$ cat src/rtl/fft_bfly_sequencer.sv
// Radix-2 DIT FFT butterfly sequencer: walks stages/butterflies, issues
// u/v/twiddle reads, and write-backs delayed by the RAM read latency.
// Ports: clk, rst_n, start -> busy, done, stage, rd_en/rd_addr_u/rd_addr_v,
//        tw_addr, wr_en/wr_addr_u/wr_addr_v.
module fft_bfly_sequencer #(
  parameter int N_LOG2 = 3,
  parameter int RD_LAT = 1
) (
  input  logic              clk,
  input  logic              rst_n,
  input  logic              start,
  output logic              busy,
  output logic              done,
  output logic [N_LOG2-1:0] stage,
  output logic              rd_en,
  output logic [N_LOG2-1:0] rd_addr_u,
  output logic [N_LOG2-1:0] rd_addr_v,
  output logic [N_LOG2-2:0] tw_addr,
  output logic              wr_en,
  output logic [N_LOG2-1:0] wr_addr_u,
  output logic [N_LOG2-1:0] wr_addr_v
);

  localparam int AW = N_LOG2;
  localparam int KW = N_LOG2 - 1;
  localparam int TW = N_LOG2 - 1;
  localparam int GW = (RD_LAT > 1) ? $clog2(RD_LAT) : 1;

  typedef logic [AW-1:0] addr_t;
  typedef enum logic [1:0] {IDLE, RUN, GAP, FIN} state_t;

  localparam logic [KW-1:0] K_LAST = '1;
  localparam addr_t         S_LAST = addr_t'(N_LOG2 - 1);
  localparam logic [GW-1:0] G_LAST = GW'(RD_LAT - 1);

  state_t          state_q;
  addr_t           s_q;
  logic [KW-1:0]   k_q;
  logic [GW-1:0]   gap_q;
  logic            busy_q, done_q, rd_en_q;
  addr_t           u_q, v_q;
  logic [TW-1:0]   tw_q;

  // Addresses of the next butterfly (k_q + 1) in the current stage
  addr_t         k_d, span_d, pos_d, grp_d, u_d, v_d;
  logic [TW-1:0] tw_d;

  always_comb begin
    k_d    = {1'b0, k_q} + addr_t'(1);
    span_d = addr_t'(1) << s_q;
    pos_d  = k_d & (span_d - addr_t'(1));
    grp_d  = k_d >> s_q;
    u_d    = ((grp_d << 1) << s_q) | pos_d;
    v_d    = u_d + span_d;
    tw_d   = pos_d[TW-1:0] << (S_LAST - s_q);
  end

  always_ff @(posedge clk or negedge rst_n) begin
    if (!rst_n) begin
      state_q <= IDLE;
      s_q     <= '0;
      k_q     <= '0;
      gap_q   <= '0;
      busy_q  <= 1'b0;
      done_q  <= 1'b0;
      rd_en_q <= 1'b0;
      u_q     <= '0;
      v_q     <= '0;
      tw_q    <= '0;
    end else begin
      unique case (state_q)
        IDLE: begin
          done_q <= 1'b0;
          if (start) begin
            state_q <= RUN;
            s_q     <= '0;
            k_q     <= '0;
            busy_q  <= 1'b1;
            rd_en_q <= 1'b1;
            u_q     <= '0;
            v_q     <= addr_t'(1);
            tw_q    <= '0;
          end
        end
        RUN: begin
          if (k_q == K_LAST) begin
            state_q <= GAP;
            k_q     <= '0;
            gap_q   <= '0;
            rd_en_q <= 1'b0;
          end else begin
            k_q     <= k_q + KW'(1);
            rd_en_q <= 1'b1;
            u_q     <= u_d;
            v_q     <= v_d;
            tw_q    <= tw_d;
          end
        end
        GAP: begin
          if (gap_q == G_LAST) begin
            if (s_q == S_LAST) begin
              state_q <= FIN;
              busy_q  <= 1'b0;
              done_q  <= 1'b1;
            end else begin
              // First butterfly of the next stage: u=0, v=span, tw=0
              state_q <= RUN;
              s_q     <= s_q + addr_t'(1);
              rd_en_q <= 1'b1;
              u_q     <= '0;
              v_q     <= span_d << 1;
              tw_q    <= '0;
            end
          end else begin
            gap_q <= gap_q + GW'(1);
          end
        end
        FIN: begin
          done_q  <= 1'b0;
          state_q <= IDLE;
        end
        default: state_q <= IDLE;
      endcase
    end
  end

  // Write-back pipe: read strobe/addresses delayed by RD_LAT cycles
  logic  wp_en [RD_LAT];
  addr_t wp_u  [RD_LAT];
  addr_t wp_v  [RD_LAT];

  always_ff @(posedge clk or negedge rst_n) begin
    if (!rst_n) begin
      for (int i = 0; i < RD_LAT; i++) begin
        wp_en[i] <= 1'b0;
        wp_u[i]  <= '0;
        wp_v[i]  <= '0;
      end
    end else begin
      wp_en[0] <= rd_en_q;
      wp_u[0]  <= u_q;
      wp_v[0]  <= v_q;
      for (int i = 1; i < RD_LAT; i++) begin
        wp_en[i] <= wp_en[i-1];
        wp_u[i]  <= wp_u[i-1];
        wp_v[i]  <= wp_v[i-1];
      end
    end
  end

  assign busy      = busy_q;
  assign done      = done_q;
  assign stage     = s_q;
  assign rd_en     = rd_en_q;
  assign rd_addr_u = u_q;
  assign rd_addr_v = v_q;
  assign tw_addr   = tw_q;
  assign wr_en     = wp_en[RD_LAT-1];
  assign wr_addr_u = wp_u[RD_LAT-1];
  assign wr_addr_v = wp_v[RD_LAT-1];

endmodule

$ cat config.mk
export PLATFORM = sky130hd
export DESIGN_NAME = fft_bfly_sequencer
export DESIGN_NICKNAME = d
export VERILOG_FILES = /design/src/rtl/fft_bfly_sequencer.sv
export SDC_FILE = /design/constraint.sdc
export NUM_CORES = 1
export LEC_CHECK = 0
export ABC_AREA = 0
export CELL_PAD_IN_SITES_DETAIL_PLACEMENT = 1
export CELL_PAD_IN_SITES_GLOBAL_PLACEMENT = 2
export CORE_ASPECT_RATIO = 1.25
export CORE_MARGIN = 4
export CORE_UTILIZATION = 32
export DETAILED_ROUTE_END_ITERATION = 8
export PLACE_DENSITY = 0.75
export SYNTH_ARGS = -nofsm -noshare
export SYNTH_HDL_FRONTEND = slang
export SYNTH_SLANG_ARGS = --single-unit
export TNS_END_PERCENT = 10
$ cat constraint.sdc
create_clock -name clk -period 3.4 [get_ports clk]
set_clock_uncertainty 0.2 [all_clocks]
set_input_delay 0.68 -clock clk [delete_from_list [all_inputs] [get_ports clk]]
set_output_delay 0.68 -clock clk [all_outputs]
set_load 0.05 [all_outputs]
==> flow_summary.yaml, run 1 <==
critical_path:
  crit_path_cell_trace: "clkdlybuf4s50_1"
  setup.worst_path.start_class: "register"
  critPathKind: "register to output port"
  crit_path_max_cell_delay_ps: 890
  critical_path_arrival_ps: 1770
  critPathSlowestCell: "clkdlybuf4s50_1"
  worst_setup_ep_type: "output port"
  critical_path.n_buffers_inverters: 1
  worst-path-max-fanout: 13
  crit_required_ps: 2520
  crit_family: "buffers and inverters"
yosys:
  number_of_enable_type_register_cells_in_the_synthesized_netlist: 0
  synth.distinct_cells: 40
  postSynthNetCount: 147
  ys_seq_area_frac: 0.4643
  post_synth_instance_area_mm2: 0.001348
  ys_warn_count: 0
  synth_top_cells_by_area: "dfrtp_1 46%, ha_1 8.4%, nand2_1 5.3%"
  netlist_instances: 134
  share_of_the_synthesized_area_in_the_top_cell_type: 0.4643
  yosys_register_bits: 25
  postSynth.asyncResetShare: 1.000
  yosysTopAreaCell: "dfrtp_1"
  ys.flop_type: "dfrtp_1"
  yosys-top-cells-count: "25 x dfrtp_1, 19 x nand2_1, 14 x o21ai_0, 10 x a21oi_1, 9 x ha_1"
  most_repeated_cell_in_the_gate_level_netlist_after_synthesis: "dfrtp_1"
  avgSynthCellArea_um2: 10.06
run_status:
  run_status: "complete, no violations"
route:
  route.final.wire_length_um: 3136
  drt_pass1_iterations: 4
  drt-wirelength-per-cell_um: 14.86
  detail_route.iter0.violations: 62
  drc_errors: 0
  ant_nets: 0
  vias_per_cell: 5.043
  vias: 1064
global_routing:
  overflow: 0
  grt_pass1_wl_um: 5575
  antenna_found_initial: 0
  gr-usage-all-layers: 0.1333
  grt_max_degree: 26
  first_global_vias: 1128
timing:
  final_min_period_over_clock_period: 0.7794
  hold_viol: 0
  setup_repair_after_global_routing_missed_its_margin: "no"
  timing.final.max_slew_violations: 0
  post-route-min-period_ps: 2650
  max_freq_mhz: 377.4
  setup_violations: 0
  slew_headroom: 0.6641
  setup-tns-final_ps: 0
  tightest_slew_ps: 502.3
floorplanning:
  die_area_mm2: 0.005320
  top_level_ports: 24
  die_h_um: 80.55
  design.core.area_mm2: 0.004066
  placement_rows: 26
  die_width_um: 66.04
  effective_utilization_at_floorplan: 0.3314
final_layout:
  final_net_count: 169
  num_antenna_cells: 0
  area_growth_pct: 23.03
  area.sequential_um2: 625.6
  fillers: 474
  multi_input_gate_area_in_the_final_layout_um2: 651.9
  drive_above_1_share: 0.07742
  final_core_util: 0.4077
cts:
  clock_latency_on_the_worst_skew_pair_ps: 270
  cts-resized-gates: 0
  postCtsSetupRepairBufs: 0
  path_clk_slew_ps: 90
  cts_inserted_buffers: 3
  clock_sinks: 25
  longest_clk_path_bufs: 2
  cts_root_buffer: "clkbuf_8"
  tritoncts: "yes"
  cts_hold_buf: 0
  cts-htree-levels: 1
job:
  max_cap_violations: 0
placed_design:
  number_of_buffers_added_on_ports: 23
  dpl.hpwl_um: 2410
  place_congestion: 0.8038
worst_hold_path:
  min_path_type: "register to register"
==> through the flow <==
step / hold WS, ps / setup slack, ps / cell area (um^2) / instances
floorplan: 184.4 / 668.8 / 1348 / 134
global placement: 185.9 / 762.7 / 1612 / 207
detailed placement: 185.5 / 690.9 / 1612 / 207
CTS: 206.2 / 734.4 / 1658 / 211
global route: 219.0 / 655.2 / 1658 / 211
finish: 203.2 / 750.2 / 1658 / 211
==> sequential cells by signal, indices dropped and copies added, names as in the netlist <==
| register | count |
|---|---|
| done | 1 |
| tw_addr | 2 |
| busy | 1 |
| wr_en | 1 |
| wr_addr_v | 3 |
| wr_addr_u | 3 |
| rd_addr_v | 3 |
| stage | 3 |
| state_q | 2 |
| k_q | 2 |
| rd_en | 1 |
| rd_addr_u | 3 |
==> metal layers <==
metal	up-vias	global-route usage	wire length [um]
met3	4	0.01678	97
met5	-	0	0
met1	532	0.1677	1360
met2	19	0.2337	1644
met4	0	0.04268	34
li1	509	-	-
==> layout make-up <==
cell class                      instances  area share
Multi-Input combinational cell         95      0.3932
Sequential cell                        25      0.3774
Timing Repair Buffer                   24      0.1434
Tap cell                               56     0.04226
Clock buffer                            3     0.02491
Inverter                                7     0.01585
Clock inverter                          1    0.003019
==> layout by cell type, fill, tap and decap left out, types with 2 or more instances in the layout <==
master           instances
dfrtp_1                 25
clkdlybuf4s50_1         23
nand2_1                 19
o21ai_0                 14
a21oi_1                 10
ha_1                     9
inv_1                    7
nor2_1                   4
nand3_1                  3
a22o_1                   3
clkbuf_8                 3
nor2b_4                  2
o22ai_1                  2
mux2i_1                  2
a22oi_1                  2
o31ai_1                  2
==> kinds of logic after synthesis <==
group / Yosys count / share of synthesized area
AO/OA/AOI/OAI: 43 / 0.2071
AND/OR/NAND/NOR: 36 / 0.1393
flip-flops: 25 / 0.4643
buffers and inverters: 14 / 0.05200
adder cells (fa/ha/maj): 10 / 0.09842
multiplexers: 3 / 0.02321
XOR/XNOR: 2 / 0.01300
other: 1 / 0.002783
==> final timing paths <==
| path | from | end | slack, ps | depth (start not counted) |
|---|---|---|---|---|
| hold / removal | rd_addr_v[2]$_DFFE_PN0P_ | wr_addr_v[2]$_DFF_PN0_ | 200 | 0 |
| hold reg to reg | rd_addr_v[2]$_DFFE_PN0P_ | wr_addr_v[2]$_DFF_PN0_ | 200 | 0 |
| min in group asynchronous | rst_n | tw_addr[0]$_DFFE_PN0P_ | 560 | 2 |
| setup reg to reg | k_q[0]$_DFFE_PN0P_ | rd_addr_v[2]$_DFFE_PN0P_ | 830 | 7 |
| max in group asynchronous | rst_n | wr_addr_v[0]$_DFF_PN0_ | 2190 | 2 |
| setup / recovery | stage[0]$_DFFE_PN0P_ | stage[0] | 750 | 1 |
Power of run 1 is not shown: default switching activity piles up to over one toggle a cycle in this logic, so the estimate is an artifact.
==> run 2, diff against run 1 <==
clock period = 2.67 ns   (was 3.4 ns; I/O delays follow)
==> run 2 against run 1 <==
  * Global-route usage increased by 1.3 points
  * Hold slack improved by 4.0 ps
  * Clock-buffer cell count is the same
  * Sequential share of layout area is 1.2 points lower
  * Utilization rose by 1.4 points
  * Via count is 2.6% higher
  * Final cell count rose by 3.3%
  * Register-to-register slack lost 600 ps
  * Worst setup slack worse by 520 ps
  * Critical path type is now register to register
  * Sequential cell count stayed put
  * Critical path depth rose by 6
==> flow_summary.yaml, run 2 (same netlist as run 1, synthesis figures left out) <==
cts:
  clock_sinks: 25
  cts_hold_buf: 0
  cts_root_buffer: "clkbuf_8"
  tritoncts: "yes"
  path_clk_slew_ps: 90
  cts-htree-levels: 1
  cts_inserted_buffers: 3
  clock_latency_on_the_worst_skew_pair_ps: 270
  postCtsSetupRepairBufs: 0
  cts-resized-gates: 0
  longest_clk_path_bufs: 2
final_layout:
  fillers: 476
  drive_above_1_share: 0.1235
  finalNonFillerCells: 218
  final_common_cell: "dfrtp_1"
  area.sequential_um2: 626.9
  area_growth_pct: 27.20
  multi_input_gate_area_in_the_final_layout_um2: 651.9
  layout.cell_area.non_filler_mm2: 0.001714
  layout_common_cells: "24 x dfrtp_1, 23 x clkdlybuf4s50_1, 19 x nand2_1"
  final_core_util: 0.4215
  num_antenna_cells: 0
  final_net_count: 176
critical_path:
  crit_path_cell_trace: "ha_1 > o21ai_0 > fa_1 > xnor2_1 > or2_2 > mux2_2 > a21oi_1"
  setup.worst_path.start_class: "register"
  crit_family: "adder cells"
  crit_required_ps: 2670
  worst_setup_ep_type: "register"
  critPathSlowestCell: "dfrtp_1"
  critical_path.n_buffers_inverters: 0
  critical_path_arrival_ps: 2450
  worst-path-max-fanout: 5
  critPathKind: "register to register"
  crit_path_max_cell_delay_ps: 440
power_and_ir_drop:
  power-per-cell-area_mw_per_mm2: 1411
  vdd_drop_max_mv: 0.5059
  power_leakage_nw: 0.7563
  power_mw: 2.418
timing:
  layout_setup_ws_ps: 225.3
  setup_repair_after_global_routing_missed_its_margin: "no"
  setup-tns-final_ps: 0
  final_min_period_over_clock_period: 0.9156
  hold_viol: 0
  fin_worst_hold_slack_ps: 207.2
  tightest_slew_ps: 508.7
  setup_violations: 0
  timing.final.max_slew_violations: 0
  slew_headroom: 0.6598
  post-route-min-period_ps: 2445
  max_freq_mhz: 409.1
global_routing:
  first_global_vias: 1188
  antenna_found_initial: 0
  overflow: 0
  grt_pass1_wl_um: 6044
  gr-usage-all-layers: 0.1463
  grt_max_degree: 26
route:
  drc_errors: 0
  drt-wirelength-per-cell_um: 16.02
  vias: 1092
  detail_route.iter0.violations: 19
  vias_per_cell: 5.009
  ant_nets: 0
  drt_pass1_iterations: 4
  route.final.wire_length_um: 3492
floorplanning:
  design.core.area_mm2: 0.004066
  effective_utilization_at_floorplan: 0.3314
  top_level_ports: 24
  placement_rows: 26
  die_area_mm2: 0.005320
  die_h_um: 80.55
  die_width_um: 66.04
run_status:
  run_status: "complete, no violations"
placed_design:
  place_congestion: 0.8149
  place.detailed.instances: 214
  placed_area_mm2: 0.001665
  number_of_buffers_added_on_ports: 23
  dpl.hpwl_um: 2587
  detailedPlace.worstSlack_ps: 212.5
job:
  max_cap_violations: 0
worst_hold_path:
  min_path_type: "register to register"
[run 2: cell count changes in the layout (fill, tap and decap cells not counted), sizes merged]
cell and change:
clkinv -1, clkinvlp +1, buf +7
[run 2: worst paths after layout]
path,startpoint,endpoint,slack [ps],depth (start not counted)
worst max-delay path,k_q[0]$_DFFE_PN0P_,rd_addr_v[2]$_DFFE_PN0P_,230,7
worst min-delay path,rd_addr_v[0]$_DFFE_PN0P_,wr_addr_v[0]$_DFF_PN0_,210,0
worst max register to register,k_q[0]$_DFFE_PN0P_,rd_addr_v[2]$_DFFE_PN0P_,230,7
worst min register to register,rd_addr_v[0]$_DFFE_PN0P_,wr_addr_v[0]$_DFF_PN0_,210,0
max in group asynchronous,rst_n,stage[0]$_DFFE_PN0P_,1580,2
min in group asynchronous,rst_n,tw_addr[1]$_DFFE_PN0P_,420,2
[run 2: final cells by class]
class | instances | share of cell area
repair buffers | 31 | 0.1693
clock buffers | 3 | 0.02409
multi-input cells | 95 | 0.3803
inverters | 7 | 0.01533
clock inverters | 1 | 0.004380
well taps | 56 | 0.04088
flip-flops and latches | 25 | 0.3657
[run 2: metal layers]
layer  up-vias  wire (um)  GRT usage  share of wire
met2        22       1811     0.2638           0.52
met1       539       1514     0.1799           0.43
met5         -          0          0              0
met3         7        104    0.01399          0.030
li1        524          -          -              -
met4         0         61    0.04878          0.017
[run 2: power breakdown]
part           internal, mW  total (mW)  switching [mW]  leakage (nW)
clock network         0.106       0.238           0.132        0.0217
registers             0.517       0.635           0.117         0.316
logic                 0.575        1.55           0.970         0.418
(Power assumes the default switching activity.)
==> run 3, diff against run 2 <==
ABC_AREA = 1   (was 0)
CAP_MARGIN = 15   (was not set)
CORE_UTILIZATION = 30   (was 32)
==> run 3 against run 2 <==
  * Synthesized cell count up 6.0%
  * Largest cell class is now registers
  * Sequential cell count is the same
  * Worst setup slack improved by 42 ps
  * Highest routed layer unchanged
  * Die area shrank 0.41%
  * First-iteration DRC count grew 21%
  * Final cell count up 3.7%
  * Global-route usage fell by 0.88 points
  * Utilization is 2.4 points lower
  * Maximum frequency rose by 1.8%
  * Sequential share of layout area rose by 2.1 points
  * Critical path type unchanged
==> flow_summary.yaml, run 3 <==
cts:
  cts_root_buffer: "clkbuf_8"
  cts_inserted_buffers: 3
  cts-htree-levels: 1
  cts-resized-gates: 0
  longest_clk_path_bufs: 2
  cts_hold_buf: 0
  postCtsSetupRepairBufs: 0
  clock_latency_on_the_worst_skew_pair_ps: 270
  path_clk_slew_ps: 90
  clock_sinks: 25
  tritoncts: "yes"
floorplanning:
  top_level_ports: 24
  effective_utilization_at_floorplan: 0.3092
  die_width_um: 65.91
  placement_rows: 26
  die_h_um: 80.39
  die_area_mm2: 0.005298
  design.core.area_mm2: 0.004066
critical_path:
  critical_path_arrival_ps: 2380
  worst-r2r-setup-slack_ps: 270
  worst-path-max-fanout: 4
  r2r_cells: 13
  crit_required_ps: 2640
  critPathKind: "register to register"
  worstReg2RegEnd: "rd_addr_v[2]$_DFFE_PN0P_"
  critical_path.reg2reg.startpoint: "k_q[0]$_DFFE_PN0P_"
  setup.worst_path.start_class: "register"
  worst_setup_ep_type: "register"
route:
  vias: 1035
  drt-wirelength-per-cell_um: 13.58
  drt_pass1_iterations: 4
  ant_nets: 0
  vias_per_cell: 4.580
  route.final.wire_length_um: 3070
  drc_errors: 0
  detail_route.iter0.violations: 23
timing:
  max_freq_mhz: 416.3
  post-route-min-period_ps: 2402
  hold_viol: 0
  slew_headroom: 0.6625
  setup-tns-final_ps: 0
  setup_repair_after_global_routing_missed_its_margin: "no"
  setup_violations: 0
  timing.final.max_slew_violations: 0
  final_min_period_over_clock_period: 0.8998
  fin_worst_hold_slack_ps: 203.8
  tightest_slew_ps: 504.7
  layout_setup_ws_ps: 267.6
worst_hold_path:
  hold-path-cell-count: 0
  min_path_type: "register to register"
  min-delay-start: "rd_addr_u[1]$_DFFE_PN0P_"
  holdPathEnd: "wr_addr_u[1]$_DFF_PN0_"
final_layout:
  layout.cell_area.non_filler_mm2: 0.001617
  final_common_cell: "nand2_1"
  area_growth_pct: 28.56
  final_net_count: 184
  drive_above_1_share: 0.08824
  num_antenna_cells: 0
  layout_common_cells: "28 x nand2_1, 25 x dfrtp_1, 23 x clkdlybuf4s50_1"
job:
  max_cap_violations: 0
yosys:
  yosysTopAreaCell: "dfrtp_1"
  postSynthNetCount: 155
  ys_seq_area_frac: 0.4975
  ys_warn_count: 0
  yosys-top-cells-count: "28 x nand2_1, 25 x dfrtp_1, 17 x inv_1, 16 x nand3_1, 16 x o21ai_0"
  synth_top_cells_by_area: "dfrtp_1 50%, ha_1 9.0%, nand2_1 8.4%"
  netlist_instances: 142
  post_synth_instance_area_mm2: 0.001257
  ys.flop_type: "dfrtp_1"
  postSynth.asyncResetShare: 1.000
  number_of_enable_type_register_cells_in_the_synthesized_netlist: 0
  yosys_register_bits: 25
  avgSynthCellArea_um2: 8.855
  most_repeated_cell_in_the_gate_level_netlist_after_synthesis: "nand2_1"
  share_of_the_synthesized_area_in_the_top_cell_type: 0.4975
  synth.distinct_cells: 24
global_routing:
  groute.layer.met2.usage: 0.2347
  antenna_found_initial: 0
  grt_pass1_wl_um: 5485
  grt_max_degree: 26
  globalRoute.busiestLayer: "met2"
  gr-usage-all-layers: 0.1375
  met3_usage: 0.02657
  use_met1: 0.1643
  first_global_vias: 1073
  overflow: 0
run_status:
  run_status: "complete, no violations"
placed_design:
  place_congestion: 0.8689
  number_of_buffers_added_on_ports: 23
  placed_area_mm2: 0.001568
  dpl.hpwl_um: 2462
  detailedPlace.worstSlack_ps: 283.0
-- run 3: cell count changes after synthesis, moves of 5 or more --
cell,delta
nand3_1,+13
inv_1,+10
nand2_1,+9
a21oi_1,-6
nor2_1,+5
-- run 3: layout make-up --
class	count	area (um^2)
inverters	20	75.07
flip-flops and latches	25	625.6
repair buffers	25	245.2
well taps	56	70.07
clock inverters	1	7.507
clock buffers	3	41.29
fillers	496	2450
multi-input cells	96	551.8
-- run 3: cell families (layout without fill, tap and decap cells) --
kind of cell / count (synthesis) / count (layout) / synth area share
compound gates: 25 / 25 / 0.1144
xor+xnor: 2 / 2 / 0.01393
fa+ha+maj: 10 / 10 / 0.1055
buf+inv: 21 / 49 / 0.06368
flops: 25 / 25 / 0.4975
other cells: 1 / 1 / 0.002982
simple gates: 58 / 58 / 0.2020
-- run 3: per-stage QoR --
| stage | std cells | utilization |
|---|---|---|
| after CTS | 226 | 0.3975 |
| final | 226 | 0.3975 |
| after global routing | 226 | 0.3975 |
| after floorplan | 142 | - |
| after global placement | 222 | 0.3855 |
| after detailed placement | 222 | 0.3855 |
-- run 3: per-layer routing --
metal,vias to the layer above,part of all wire
li1,517,-
met1,493,0.43
met2,20,0.51
met3,5,0.042
met4,0,0.020
met5,-,0
-- run 3: worst max path at each step --
stage	startpoint	endpoint	cells past startpoint
2_1_floorplan	stage[0]$_DFFE_PN0P_	rd_addr_v[2]$_DFFE_PN0P_	14
3_3_place_gp	k_q[0]$_DFFE_PN0P_	rd_addr_v[2]$_DFFE_PN0P_	13
3_5_place_dp	k_q[0]$_DFFE_PN0P_	rd_addr_v[2]$_DFFE_PN0P_	13
4_1_cts	k_q[0]$_DFFE_PN0P_	rd_addr_v[2]$_DFFE_PN0P_	13
5_1_grt	k_q[0]$_DFFE_PN0P_	rd_addr_v[2]$_DFFE_PN0P_	13
6_report	k_q[0]$_DFFE_PN0P_	rd_addr_v[2]$_DFFE_PN0P_	13
-- run 3: worst max-delay path, stage by stage (launching register included) --
cell and delay (ps):
dfrtp_1 410, ha_1 350, nand2_1 70, nand3_1 110, nand4_1 90, nand2_1 70
inv_1 60, fa_1 400, xnor2_1 220, nand3_1 100, nand3_1 80, nand2_1 50
nand2_1 50, nand2_1 40
Power of run 3 is left out for the same reason.
